<file path="src/rtl/fwd_pkg.sv">
// Shared types and stage-packet field positions for the operand-forwarding unit.
// Positions are given for the 32-bit layout; field_pos() shifts them for other data widths.
package fwd_pkg;

  localparam int REG_ADDR_W = 5;
  localparam int PKG_XLEN   = 32;

  typedef struct packed {
    logic                  valid;
    logic                  is_load;
    logic                  writes_rd;
    logic [REG_ADDR_W-1:0] rd;
    logic [PKG_XLEN-1:0]   data;
  } stage_pkt_t;

  localparam int DATA_MSB   = PKG_XLEN - 1;
  localparam int RD_MSB     = PKG_XLEN + REG_ADDR_W - 1;
  localparam int WRITES_BIT = PKG_XLEN + REG_ADDR_W;
  localparam int LOAD_BIT   = PKG_XLEN + REG_ADDR_W + 1;
  localparam int VALID_BIT  = PKG_XLEN + REG_ADDR_W + 2;

  function automatic int field_pos(input int pos, input int xlen);
    return pos + xlen - PKG_XLEN;
  endfunction

endpackage

</file>
<file path="src/rtl/fwd_mux.sv">
// Per-read-port forwarding select: youngest matching stage, then long-latency
// completion, then register file. Also reports this port's load-use and busy hazards.
module fwd_mux
  import fwd_pkg::*;
#(
  parameter int NUM_FWD_STAGES = 2,
  parameter int XLEN           = 32
) (
  input  logic [NUM_FWD_STAGES*(XLEN+8)-1:0] stage_i,
  input  logic [REG_ADDR_W-1:0]              rs_i,
  input  logic [XLEN-1:0]                    rs_data_i,
  input  logic                               rs_used_i,
  input  logic                               wb_long_valid_i,
  input  logic [REG_ADDR_W-1:0]              wb_long_rd_i,
  input  logic [XLEN-1:0]                    wb_long_data_i,
  input  logic [31:0]                        busy_i,
  output logic [XLEN-1:0]                    rs_data_o,
  output logic                               load_use_o,
  output logic                               busy_hazard_o
);

  localparam int PW    = XLEN + 8;
  localparam int V_POS = field_pos(VALID_BIT, XLEN);
  localparam int L_POS = field_pos(LOAD_BIT, XLEN);
  localparam int W_POS = field_pos(WRITES_BIT, XLEN);
  localparam int R_POS = field_pos(RD_MSB, XLEN);
  localparam int D_POS = field_pos(DATA_MSB, XLEN);

  logic [NUM_FWD_STAGES-1:0] hit;
  logic [NUM_FWD_STAGES-1:0] is_load;
  logic [XLEN-1:0]           sdata [NUM_FWD_STAGES];
  logic                      wb_hit;

  generate
    for (genvar gi = 0; gi < NUM_FWD_STAGES; gi++) begin : g_stage
      logic [REG_ADDR_W-1:0] rd;
      assign rd          = stage_i[gi*PW + R_POS -: REG_ADDR_W];
      assign sdata[gi]   = stage_i[gi*PW + D_POS -: XLEN];
      assign is_load[gi] = stage_i[gi*PW + L_POS];
      assign hit[gi]     = stage_i[gi*PW + V_POS] && stage_i[gi*PW + W_POS] &&
                           (rd != '0) && (rd == rs_i) && rs_used_i;
    end
  endgenerate

  assign wb_hit = wb_long_valid_i && (wb_long_rd_i != '0) &&
                  (wb_long_rd_i == rs_i) && rs_used_i;

  // Walk from oldest to youngest so the lowest-index match is assigned last.
  always_comb begin
    rs_data_o = rs_data_i;
    if (wb_hit) rs_data_o = wb_long_data_i;
    for (int s = NUM_FWD_STAGES - 1; s >= 0; s--) begin
      if (hit[s]) rs_data_o = sdata[s];
    end
  end

  assign load_use_o    = hit[0] && is_load[0];
  assign busy_hazard_o = rs_used_i && busy_i[rs_i] && !wb_hit;

endmodule

</file>
<file path="src/rtl/fwd_scoreboard.sv">
// Operand forwarding, busy scoreboard for long-latency ops and decode stall.
// Optional FWD_PERF_EN adds saturating stall / load-use cycle counters.
module fwd_scoreboard
  import fwd_pkg::*;
#(
  parameter int NUM_READ_PORTS = 2,
  parameter int NUM_FWD_STAGES = 2,
  parameter int XLEN           = 32
) (
  input  logic                               clk_i,
  input  logic                               rst_i,
  input  logic [NUM_FWD_STAGES*(XLEN+8)-1:0] stage_i,
  input  logic [NUM_READ_PORTS*5-1:0]        rs_i,
  input  logic [NUM_READ_PORTS*XLEN-1:0]     rs_data_i,
  input  logic [NUM_READ_PORTS-1:0]          rs_used_i,
  input  logic                               issue_valid_i,
  input  logic [REG_ADDR_W-1:0]              issue_rd_i,
  input  logic                               wb_long_valid_i,
  input  logic [REG_ADDR_W-1:0]              wb_long_rd_i,
  input  logic [XLEN-1:0]                    wb_long_data_i,
  output logic [NUM_READ_PORTS*XLEN-1:0]     rs_data_ao,
  output logic                               stall_ao,
  output logic                               load_use_hazard_ao,
  output logic [31:0]                        busy_o
`ifdef FWD_PERF_EN
  ,
  output logic [31:0]                        stall_cycles_o,
  output logic [31:0]                        load_use_cnt_o
`endif
);

  logic [31:0]               busy_q, busy_d;
  logic [NUM_READ_PORTS-1:0] lu_vec, bh_vec;
  logic                      waw;

  generate
    for (genvar gi = 0; gi < NUM_READ_PORTS; gi++) begin : g_port
      fwd_mux #(
        .NUM_FWD_STAGES(NUM_FWD_STAGES),
        .XLEN          (XLEN)
      ) u_mux (
        .stage_i        (stage_i),
        .rs_i           (rs_i[gi*5 +: 5]),
        .rs_data_i      (rs_data_i[gi*XLEN +: XLEN]),
        .rs_used_i      (rs_used_i[gi]),
        .wb_long_valid_i(wb_long_valid_i),
        .wb_long_rd_i   (wb_long_rd_i),
        .wb_long_data_i (wb_long_data_i),
        .busy_i         (busy_q),
        .rs_data_o      (rs_data_ao[gi*XLEN +: XLEN]),
        .load_use_o     (lu_vec[gi]),
        .busy_hazard_o  (bh_vec[gi])
      );
    end
  endgenerate

  // WAW looks only at registered busy; a same-cycle completion does not release it.
  assign waw                = issue_valid_i && busy_q[issue_rd_i];
  assign load_use_hazard_ao = |lu_vec;
  assign stall_ao           = (|lu_vec) || (|bh_vec) || waw;

  always_comb begin
    busy_d = busy_q;
    if (wb_long_valid_i) busy_d[wb_long_rd_i] = 1'b0;
    if (issue_valid_i && !stall_ao && (issue_rd_i != '0)) busy_d[issue_rd_i] = 1'b1;
    busy_d[0] = 1'b0;
  end

  always_ff @(posedge clk_i) begin
    if (rst_i) busy_q <= '0;
    else       busy_q <= busy_d;
  end

  assign busy_o = busy_q;

`ifdef FWD_PERF_EN
  logic [31:0] stall_cnt_q, lu_cnt_q;

  always_ff @(posedge clk_i) begin
    if (rst_i) begin
      stall_cnt_q <= '0;
      lu_cnt_q    <= '0;
    end else begin
      if (stall_ao && !(&stall_cnt_q))        stall_cnt_q <= stall_cnt_q + 32'd1;
      if (load_use_hazard_ao && !(&lu_cnt_q)) lu_cnt_q    <= lu_cnt_q + 32'd1;
    end
  end

  assign stall_cycles_o = stall_cnt_q;
  assign load_use_cnt_o = lu_cnt_q;
`endif

endmodule

</file>
<file path="config.mk">
export PLATFORM = sky130hd
export DESIGN_NAME = fwd_scoreboard
export DESIGN_NICKNAME = d
export VERILOG_FILES = /design/src/rtl/fwd_pkg.sv /design/src/rtl/fwd_mux.sv /design/src/rtl/fwd_scoreboard.sv
export SDC_FILE = /design/constraint.sdc
export NUM_CORES = 1
export LEC_CHECK = 0
export CAP_MARGIN = 20
export CORE_ASPECT_RATIO = 0.75
export CORE_MARGIN = 2
export CORE_UTILIZATION = 42
export CTS_CLUSTER_SIZE = 25
export DETAILED_ROUTE_END_ITERATION = 6
export PLACE_DENSITY = 0.95
export SYNTH_ARGS = -nofsm -noshare
export SYNTH_HDL_FRONTEND = slang
export SYNTH_SLANG_ARGS = --single-unit
</file>
<file path="constraint.sdc">
create_clock -name clk_i -period 4.59 [get_ports clk_i]
set_input_delay 0.6885 -clock clk_i [delete_from_list [all_inputs] [get_ports clk_i]]
set_output_delay 0.6885 -clock clk_i [all_outputs]
set_load 0.02 [all_outputs]
</file>
== Word level (Yosys, flattened, before mapping) ==
Cells that the tools add are included.

* Bits in registers: 32
* Bits in latches: 0
* Bits in writable memories: 0
* ROM bits: 0
* Input port bits: 202
* Output and inout port bits: 98
* Logic and storage cells: 74
* Memories kept: 0

* $add $sub $neg: 0
* Multiply operators: 0
* Divide/modulo/power cells: 0
* Order comparisons: 6
* Equality and inequality tests: 6
* Shift-type cells: 0
* Mux-type cells: 18
* Bitwise operators: 3
* Reduce and logical (&&, ||, !) cells: 39

{| class="wikitable"
|+ Operators with widths
! operator !! number
|-
| two-way mux 32 bit || 8
|-
| AND 32 bit || 1
|-
| inverter 32 bit || 1
|-
| OR 32 bit || 1
|-
| equality test 5 bit || 6
|-
| logical AND 1 bit || 28
|-
| < comparator 5 x 6 -> 1 bit (second input constant) || 4
|-
| nonzero test 5 bit || 4
|-
| binary-select mux 1 bit (select 5 bit) || 3
|-
| demux 1 bit (select 5 bit) || 2
|-
| >= comparator 5 x 1 -> 1 bit (second input constant) || 2
|-
| two-way mux 1 bit || 5
|-
| OR reduction 2 bit || 2
|-
| zero test 1 bit || 3
|-
| logical OR 1 bit || 2
|}

== Logic depth before layout (Yosys ltp) ==
Gate-level depths: netlist (run 1).

* Depth in word-level cells: 13
* Gate-level depth with buffers: 10
* Depth with buffers taken out: 6

== Modules after synthesis ==
A second synthesis (run 1) with hierarchy kept.

* Cells, all modules: 635
* Area, all modules: 4907.2 um^2

{| class="wikitable"
|+ By module, submodules not included
! module !! instances !! cells each !! area each (um^2) !! sequential area each (um^2)
|-
| fwd_mux || 2 || 203 || 1511.4 || 0.0
|-
| fwd_scoreboard || 1 || 229 || 1884.3 || 620.6
|}

== Worst setup path before layout (run 1) ==
OpenSTA, ideal clock, no wires.

* Path kind: input-to-output
* Start: in wb_long_rd_i[4]
* End: out rs_data_ao[15]
* Arrival time: 2639 ps
* Required time: 3902 ps
* Path slack: 1263 ps
* Stages: 8
* Cells stage by stage: clkbuf_1 > or3_1 > or3_1 > nand4_2 > buf_4 > mux2i_1 > o21ai_1 > mux2_1

* Word-level cells in the longest chain between the ends: 7
* Elaborated cells on any way between the ends: 8

{| class="wikitable"
|+ RTL lines
! what !! line !! text
|-
| start: declaration || fwd_scoreboard.sv:19 || <nowiki>input logic [REG_ADDR_W-1:0] wb_long_rd_i,</nowiki>
|-
| nonzero test 5 bit || fwd_mux.sv:45 || <nowiki>assign wb_hit = wb_long_valid_i && (wb_long_rd_i != '0) &&</nowiki>
|-
| logical AND 1 bit || fwd_mux.sv:45 ||
|-
| logical AND 1 bit * || fwd_mux.sv:45 ||
|-
| logical AND 1 bit * || fwd_mux.sv:46 || <nowiki>(wb_long_rd_i == rs_i) && rs_used_i;</nowiki>
|-
| two-way mux 32 bit * || fwd_mux.sv:51 || <nowiki>if (wb_hit) rs_data_o = wb_long_data_i;</nowiki>
|-
| two-way mux 32 bit * (2 in a row) || fwd_mux.sv:53 || <nowiki>if (hit[s]) rs_data_o = sdata[s];</nowiki>
|-
| end: declaration || fwd_scoreboard.sv:21 || <nowiki>output logic [NUM_READ_PORTS*XLEN-1:0] rs_data_ao,</nowiki>
|}

Every way passes the cells marked *; elsewhere a longest branch is shown, timed or not.

== Worst setup path after layout (run 1) ==
* Start: in stage_i[73]
* End: out rs_data_ao[49]

* Word-level cells in the longest chain between the ends: 6
* Elaborated cells on any way between the ends: 7

{| class="wikitable"
|+ RTL lines
! what !! line !! text
|-
| start: declaration || fwd_scoreboard.sv:12 || <nowiki>input logic [NUM_FWD_STAGES*(XLEN+8)-1:0] stage_i,</nowiki>
|-
| nonzero test 5 bit || fwd_mux.sv:41 || <nowiki>(rd != '0) && (rd == rs_i) && rs_used_i;</nowiki>
|-
| logical AND 1 bit || fwd_mux.sv:40 || <nowiki>assign hit[gi] = stage_i[gi*PW + V_POS] && stage_i[gi*PW + W_POS] &&</nowiki>
|-
| logical AND 1 bit * (2 in a row) || fwd_mux.sv:41 ||
|-
| two-way mux 32 bit * (2 in a row) || fwd_mux.sv:53 ||
|}

Marked as above.

==> flow_metrics.py, run 1 <==
metrics = {
    "global_routing": {
        "use_met3": 0.1101,
        "grt_max_degree": 66,
        "use_met2": 0.5393,
        "top_usage_layer": "met2",
        "grt_use_total": 0.3402,
        "antenna_found_initial": 2,
        "gr-total-overflow": 0,
        "grt_first_pass_wirelength_um": 33580,
        "grtUsageMet1": 0.4401,
        "grt_pass1_vias": 6108,
    },
    "cells_and_area": {
        "fillers": 837,
        "area_growth_pct": 69.43,
        "nNetsFinal": 1079,
        "design_area_um2": 8376,
        "largest_reg_flops": 31,
        "layout-drive-gt1-share": 0.1401,
        "fin_util": 0.7265,
    },
    "drt": {
        "first_pass_iters": 5,
        "viasPerCell": 6.081,
        "ant_nets": 0,
        "routed_wirelength_um": 22690,
        "vias": 6336,
        "drc": 0,
        "wire_per_inst_um": 21.77,
        "drtIter0Drc": 693,
    },
    "critical_path": {
        "critPathMaxFanout": 15,
        "r2r_start": "busy_o[7]$_SDFF_PP0_",
        "cp-startpoint": "stage_i[73]",
        "path_class": "primary input to output pin",
        "r2r_slack_ns": 2.03,
        "r2r-end": "busy_o[28]$_SDFF_PP0_",
        "crit_required_ns": 3.90,
        "worstSetupEndpointType": "output pin",
        "reg2reg_depth": 6,
        "crit_arrival_ns": 3.81,
        "startpoint_type": "primary input",
        "crit_end": "rs_data_ao[49]",
    },
    "placement": {
        "port_buffers": 297,
        "pre_cts_slack_ns": 0.1692,
        "placed_area_um2": 8202,
        "place_hpwl_um": 17810,
        "gp_congestion": 1.026,
    },
    "cts": {
        "cts-root-buf": "clkbuf_16",
        "clk_pin_slew_ns": 0.05,
        "cts_tree": "built",
        "cts_resized": 0,
        "htree_levels": 2,
        "cts_buffers": 5,
        "clk_path_buf_depth": 2,
        "clk_latency_ns": 0.29,
        "cts.sinks": 31,
        "cts_setup_buffers": 0,
        "postCtsHoldBufs": 0,
    },
    "sta": {
        "timing.final.setup_violations": 0,
        "final.setup.tns_ns": 0,
        "period_needed_ns": 4.502,
        "rsz0062_at_grt": "false",
        "tightest_slew_ns": 0.5601,
        "min_period_over_period": 0.9808,
        "fin_skew_ns": 0.007468,
        "fmax_ghz": 0.2221,
        "final-hold-violation-count": 0,
        "max-slew-margin-rel": 0.6258,
        "fin_ws_ns": 0.08792,
        "slew_violations": 0,
    },
    "job": {
        "cap_viol_max_count": 0,
    },
    "floorplan": {
        "num_rows": 34,
        "die_y_um": 97.96,
        "die_w_um": 129.3,
        "core_um2": 11530,
        "initial_core_util": 0.4288,
        "die_area_um2": 12660,
        "ios": 300,
    },
    "logic_synthesis": {
        "synth_ff_type": "dfxtp_1",
        "synth_cells": 599,
        "ys_async_sr_fraction": 0,
        "yosysUniqueCellTypes": 59,
        "syn_nets": 801,
        "syn_area_um2": 4943,
        "synth_warnings": 0,
        "ys_seq_area_frac": 0.1255,
        "synth-seq-cells": 31,
        "avgSynthCellArea_um2": 8.253,
        "synth_edf_count": 0,
    },
    "pwr": {
        "finalPower_mw": 1.246,
        "vdd_ir_drop_max_mv": 0.1305,
        "powerDensity_nw_per_um2": 148.8,
        "power_leakage_nw": 3.534,
    },
    "worst_hold_path": {
        "hold_class": "flip-flop to flip-flop",
    },
    "outcome": {
        "status": "finished clean",
    },
}
==> critical path, stage by stage <==
cell             delay, ns
clkdlybuf4s50_1       0.49
or4_1                 0.54
o211ai_1              0.28
or4_2                 0.46
buf_12                0.20
nor2_1                0.05
a211oi_1              0.33
a21o_1                0.15
clkdlybuf4s50_1       0.60
==> layout make-up <==
class                   instances  area, um^2  area share
multi-input cells             494        4001      0.4777
clock buffers                   5       125.1     0.01494
repair buffers                330        3321      0.3965
inverters                      15       56.30    0.006722
well taps                     162       202.7     0.02420
diodes                          2       5.005   0.0005976
clock inverters                 3       43.79    0.005229
flip-flops and latches         31       620.6     0.07410
==> layout by cell type, fill, tap and decap left out, types with 3 or more instances in the layout <==
master           instances
nand3b_1                 5
nand2_1                 54
nor3b_1                  5
nor2_1                  41
a21o_1                  33
mux4_2                  18
or3_1                    3
nand4_1                 10
xnor2_1                 20
clkdlybuf4s50_1        297
nor2b_1                  5
clkbuf_16                5
o31ai_1                  8
and3b_1                  3
nand3_1                 16
a211oi_1                32
o21ai_1                 38
buf_12                   8
o211ai_1                20
o21ai_0                  8
nand2b_1                 3
buf_4                   25
xor2_1                   7
mux2_2                  35
mux2i_1                 76
dfxtp_1                 31
o41ai_2                 13
inv_1                   13
==> routing by layer <==
layer  part of all wire  vias up
li1                   -     2847
met3               0.12       64
met2               0.45      475
met5                  0        -
met4              0.030        0
met1               0.40     2950
==> cell families after synthesis <==
kind of cell	after synthesis	share of synthesized area
flip-flops	31	0.1255
multiplexers	131	0.3202
AND/OR/NAND/NOR	164	0.1691
AO/OA/AOI/OAI	171	0.2665
XOR/XNOR	27	0.04784
other	1	0.0007586
buffers and inverters	74	0.07011
==> worst min path at each step <==
stage	from	end	slack (ns)	cells after the start
6_report	busy_o[12]$_SDFF_PP0_	busy_o[12]$_SDFF_PP0_	0.57	2
2_1_floorplan	busy_o[8]$_SDFF_PP0_	busy_o[8]$_SDFF_PP0_	0.57	2
5_1_grt	busy_o[1]$_SDFF_PP0_	busy_o[1]$_SDFF_PP0_	0.59	2
3_3_place_gp	busy_o[12]$_SDFF_PP0_	busy_o[12]$_SDFF_PP0_	0.55	2
4_1_cts	busy_o[12]$_SDFF_PP0_	busy_o[12]$_SDFF_PP0_	0.56	2
3_5_place_dp	busy_o[12]$_SDFF_PP0_	busy_o[12]$_SDFF_PP0_	0.55	2
==> synth_stat cells, drive strengths merged, types with 2 or more instances <==
library cell | number | share of area
a211oi | 32 | 0.049
nand4 | 12 | 0.018
o221ai | 2 | 0.0035
xnor2 | 20 | 0.035
and3 | 2 | 0.0025
nor2b | 5 | 0.0063
mux4 | 18 | 0.082
and4 | 2 | 0.0035
and3b | 3 | 0.0053
nor2 | 41 | 0.031
or3 | 3 | 0.0038
a22oi | 3 | 0.0056
o21ai | 47 | 0.048
clkbuf | 30 | 0.023
nor4 | 4 | 0.0076
o31ai | 8 | 0.012
dfxtp | 31 | 0.13
nor3b | 5 | 0.0076
mux2i | 76 | 0.15
buf | 29 | 0.036
nand2b | 3 | 0.0038
nand3 | 17 | 0.018
nand2 | 54 | 0.041
mux2 | 37 | 0.084
nor3 | 3 | 0.0053
a21o | 33 | 0.050
or4 | 3 | 0.0046
o211ai | 22 | 0.035
nand3b | 5 | 0.0076
o41ai | 14 | 0.045
xor2 | 7 | 0.012
a31oi | 2 | 0.0025
inv | 14 | 0.011
==> through the flow <==
step                      std cells  hold slack, ns
final                          1042          0.5654
after global routing           1042          0.5892
after CTS                      1040          0.5602
after detailed placement       1032          0.5531
after global placement         1032          0.5519
after floorplan                 599          0.5668
==> report_power, final <==
group | switching, mW | leakage (nW) | internal (mW)
sequential | 0.00563 | 0.250 | 0.272
combinational | 0.259 | 3.20 | 0.323
clock | 0.130 | 0.0838 | 0.256
Note: power is estimated with default switching activity, not from simulation.
==> run 2, diff against run 1 <==
Settings changed: ABC_AREA from default to 0.
==> results of run 2 <==
Final layout, timing and power as in run 1 (identical DEF).
==> run 3, diff against run 2 <==
Settings changed: CTS_BUF_LIST from default to sky130_fd_sc_hd__clkbuf_2 sky130_fd_sc_hd__clkbuf_4 sky130_fd_sc_hd__clkbuf_8.
==> flow_metrics.py, run 3 (synthesis gave the netlist of run 1 again) <==
metrics = {
    "outcome": {
        "status": "finished clean",
    },
    "critical_path": {
        "crit_required_ns": 3.90,
        "crit_slowest_cell": "clkdlybuf4s50_1",
        "cpMostUsedCell": "clkdlybuf4s50_1",
        "cpPeakStageDelay_ns": 0.60,
        "critPathMaxFanout": 15,
        "path_class": "primary input to output pin",
        "worstSetupEndpointType": "output pin",
        "cp-startpoint": "stage_i[73]",
        "r2r_start": "busy_o[7]$_SDFF_PP0_",
        "crit_arrival_ns": 3.82,
        "path_cells": "clkdlybuf4s50_1 -> or4_1 -> o211ai_1 -> or4_2 -> buf_12 -> nor2_1 -> a211oi_1 -> a21o_1 -> clkdlybuf4s50_1",
        "startpoint_type": "primary input",
    },
    "sta": {
        "fin_skew_ns": 0.01416,
        "fmax_ghz": 0.2219,
        "max-slew-margin-rel": 0.6286,
        "timing.hold.ws_ns": 0.5746,
        "final-hold-violation-count": 0,
        "slew_violations": 0,
        "timing.final.setup_violations": 0,
        "final.setup.tns_ns": 0,
        "min_period_over_period": 0.9816,
        "rsz0062_at_grt": "false",
        "period_needed_ns": 4.506,
        "tightest_slew_ns": 0.5559,
    },
    "global_routing": {
        "grt_pass1_vias": 6128,
        "antenna_found_initial": 2,
        "gr-total-overflow": 0,
        "grt_max_degree": 66,
        "grt_first_pass_wirelength_um": 33470,
        "grt_use_total": 0.3390,
    },
    "floorplan": {
        "num_rows": 34,
        "die_y_um": 97.96,
        "initial_core_util": 0.4288,
        "core_um2": 11530,
        "ios": 300,
        "die_w_um": 129.3,
        "die_area_um2": 12660,
    },
    "cts": {
        "cts-root-buf": "clkbuf_8",
        "clk_path_buf_depth": 2,
        "cts.sinks": 31,
        "cts_tree": "built",
        "cts_setup_buffers": 0,
        "clk_pin_slew_ns": 0.07,
        "htree_levels": 2,
        "postCtsHoldBufs": 0,
        "clk_latency_ns": 0.31,
        "cts_buffers": 5,
        "cts_resized": 0,
    },
    "cells_and_area": {
        "nNetsFinal": 1079,
        "layout-drive-gt1-share": 0.1401,
        "largest_reg_flops": 31,
        "fillers": 851,
        "final_common_cell": "clkdlybuf4s50_1",
        "final_cell_mix": "297 x clkdlybuf4s50_1, 76 x mux2i_1, 54 x nand2_1",
        "area_growth_pct": 68.29,
    },
    "drt": {
        "viasPerCell": 6.063,
        "drtIter0Drc": 610,
        "first_pass_iters": 5,
        "drc": 0,
        "ant_nets": 0,
        "routed_wirelength_um": 22470,
        "wire_per_inst_um": 21.56,
        "vias": 6318,
    },
    "placement": {
        "place_hpwl_um": 17810,
        "port_buffers": 297,
        "gp_congestion": 1.026,
    },
    "pwr": {
        "power_leakage_nw": 3.509,
        "vdd_ir_drop_max_mv": 0.1164,
        "powerDensity_nw_per_um2": 137.0,
    },
    "job": {
        "cap_viol_max_count": 0,
    },
    "worst_hold_path": {
        "min-delay-start": "busy_o[12]$_SDFF_PP0_",
        "hold_class": "flip-flop to flip-flop",
    },
}
==> run 3: area by class of cell <==
| cell class | instances | area (um^2) | share of cell area |
|---|---|---|---|
| clock inverters | 3 | 43.79 | 0.005264 |
| flip-flops and latches | 31 | 620.6 | 0.07460 |
| repair buffers | 330 | 3321 | 0.3992 |
| diodes | 2 | 5.005 | 0.0006016 |
| clock buffers | 5 | 68.82 | 0.008272 |
| inverters | 15 | 56.30 | 0.006768 |
| well taps | 162 | 202.7 | 0.02436 |
| multi-input cells | 494 | 4001 | 0.4810 |
==> run 3: where the power goes <==
group          total, mW  internal (mW)  switching, mW
Clock              0.280          0.161          0.119
Sequential         0.277          0.272        0.00561
Combinational      0.582          0.323          0.259
==> run 3: critical path, delay by kind of cell <==
family / cells / cell delay [ns]
buffers and inverters: 3 / 1.29
AND/OR/NAND/NOR: 3 / 1.05
AO/OA/AOI/OAI: 3 / 0.76
==> run 3: metal layers <==
layer,part of all wire,routed length [um],vias to the layer above,track usage
li1,-,-,2838,-
met1,0.39,8691,2936,0.4318
met2,0.45,10070,472,0.5356
met3,0.13,3017,72,0.1227
met4,0.031,686,0,0.1045
met5,0,0,-,0
==> run 3: path summary, 6_finish.rpt <==
| kind | end | slack (ns) | cells after the start |
|---|---|---|---|
| setup reg to reg | busy_o[28]$_SDFF_PP0_ | 2.07 | 6 |
| hold / removal | busy_o[12]$_SDFF_PP0_ | 0.57 | 2 |
| setup / recovery | rs_data_ao[49] | 0.08 | 9 |
| hold reg to reg | busy_o[12]$_SDFF_PP0_ | 0.57 | 2 |
==> run 3: per-stage QoR <==
step / power [mW] / utilization / worst slack (ns) / instances / area [um^2]
after global routing: 1.180 / 0.7216 / 0.01007 / 1042 / 8319
after CTS: 1.135 / 0.7212 / 0.1421 / 1040 / 8314
final: 1.140 / 0.7216 / 0.08430 / 1042 / 8319
after global placement: 0.8423 / 0.7114 / 0.2724 / 1032 / 8202
after detailed placement: 0.8538 / 0.7114 / 0.1692 / 1032 / 8202
after floorplan: 0.5293 / - / 1.263 / 599 / 4943
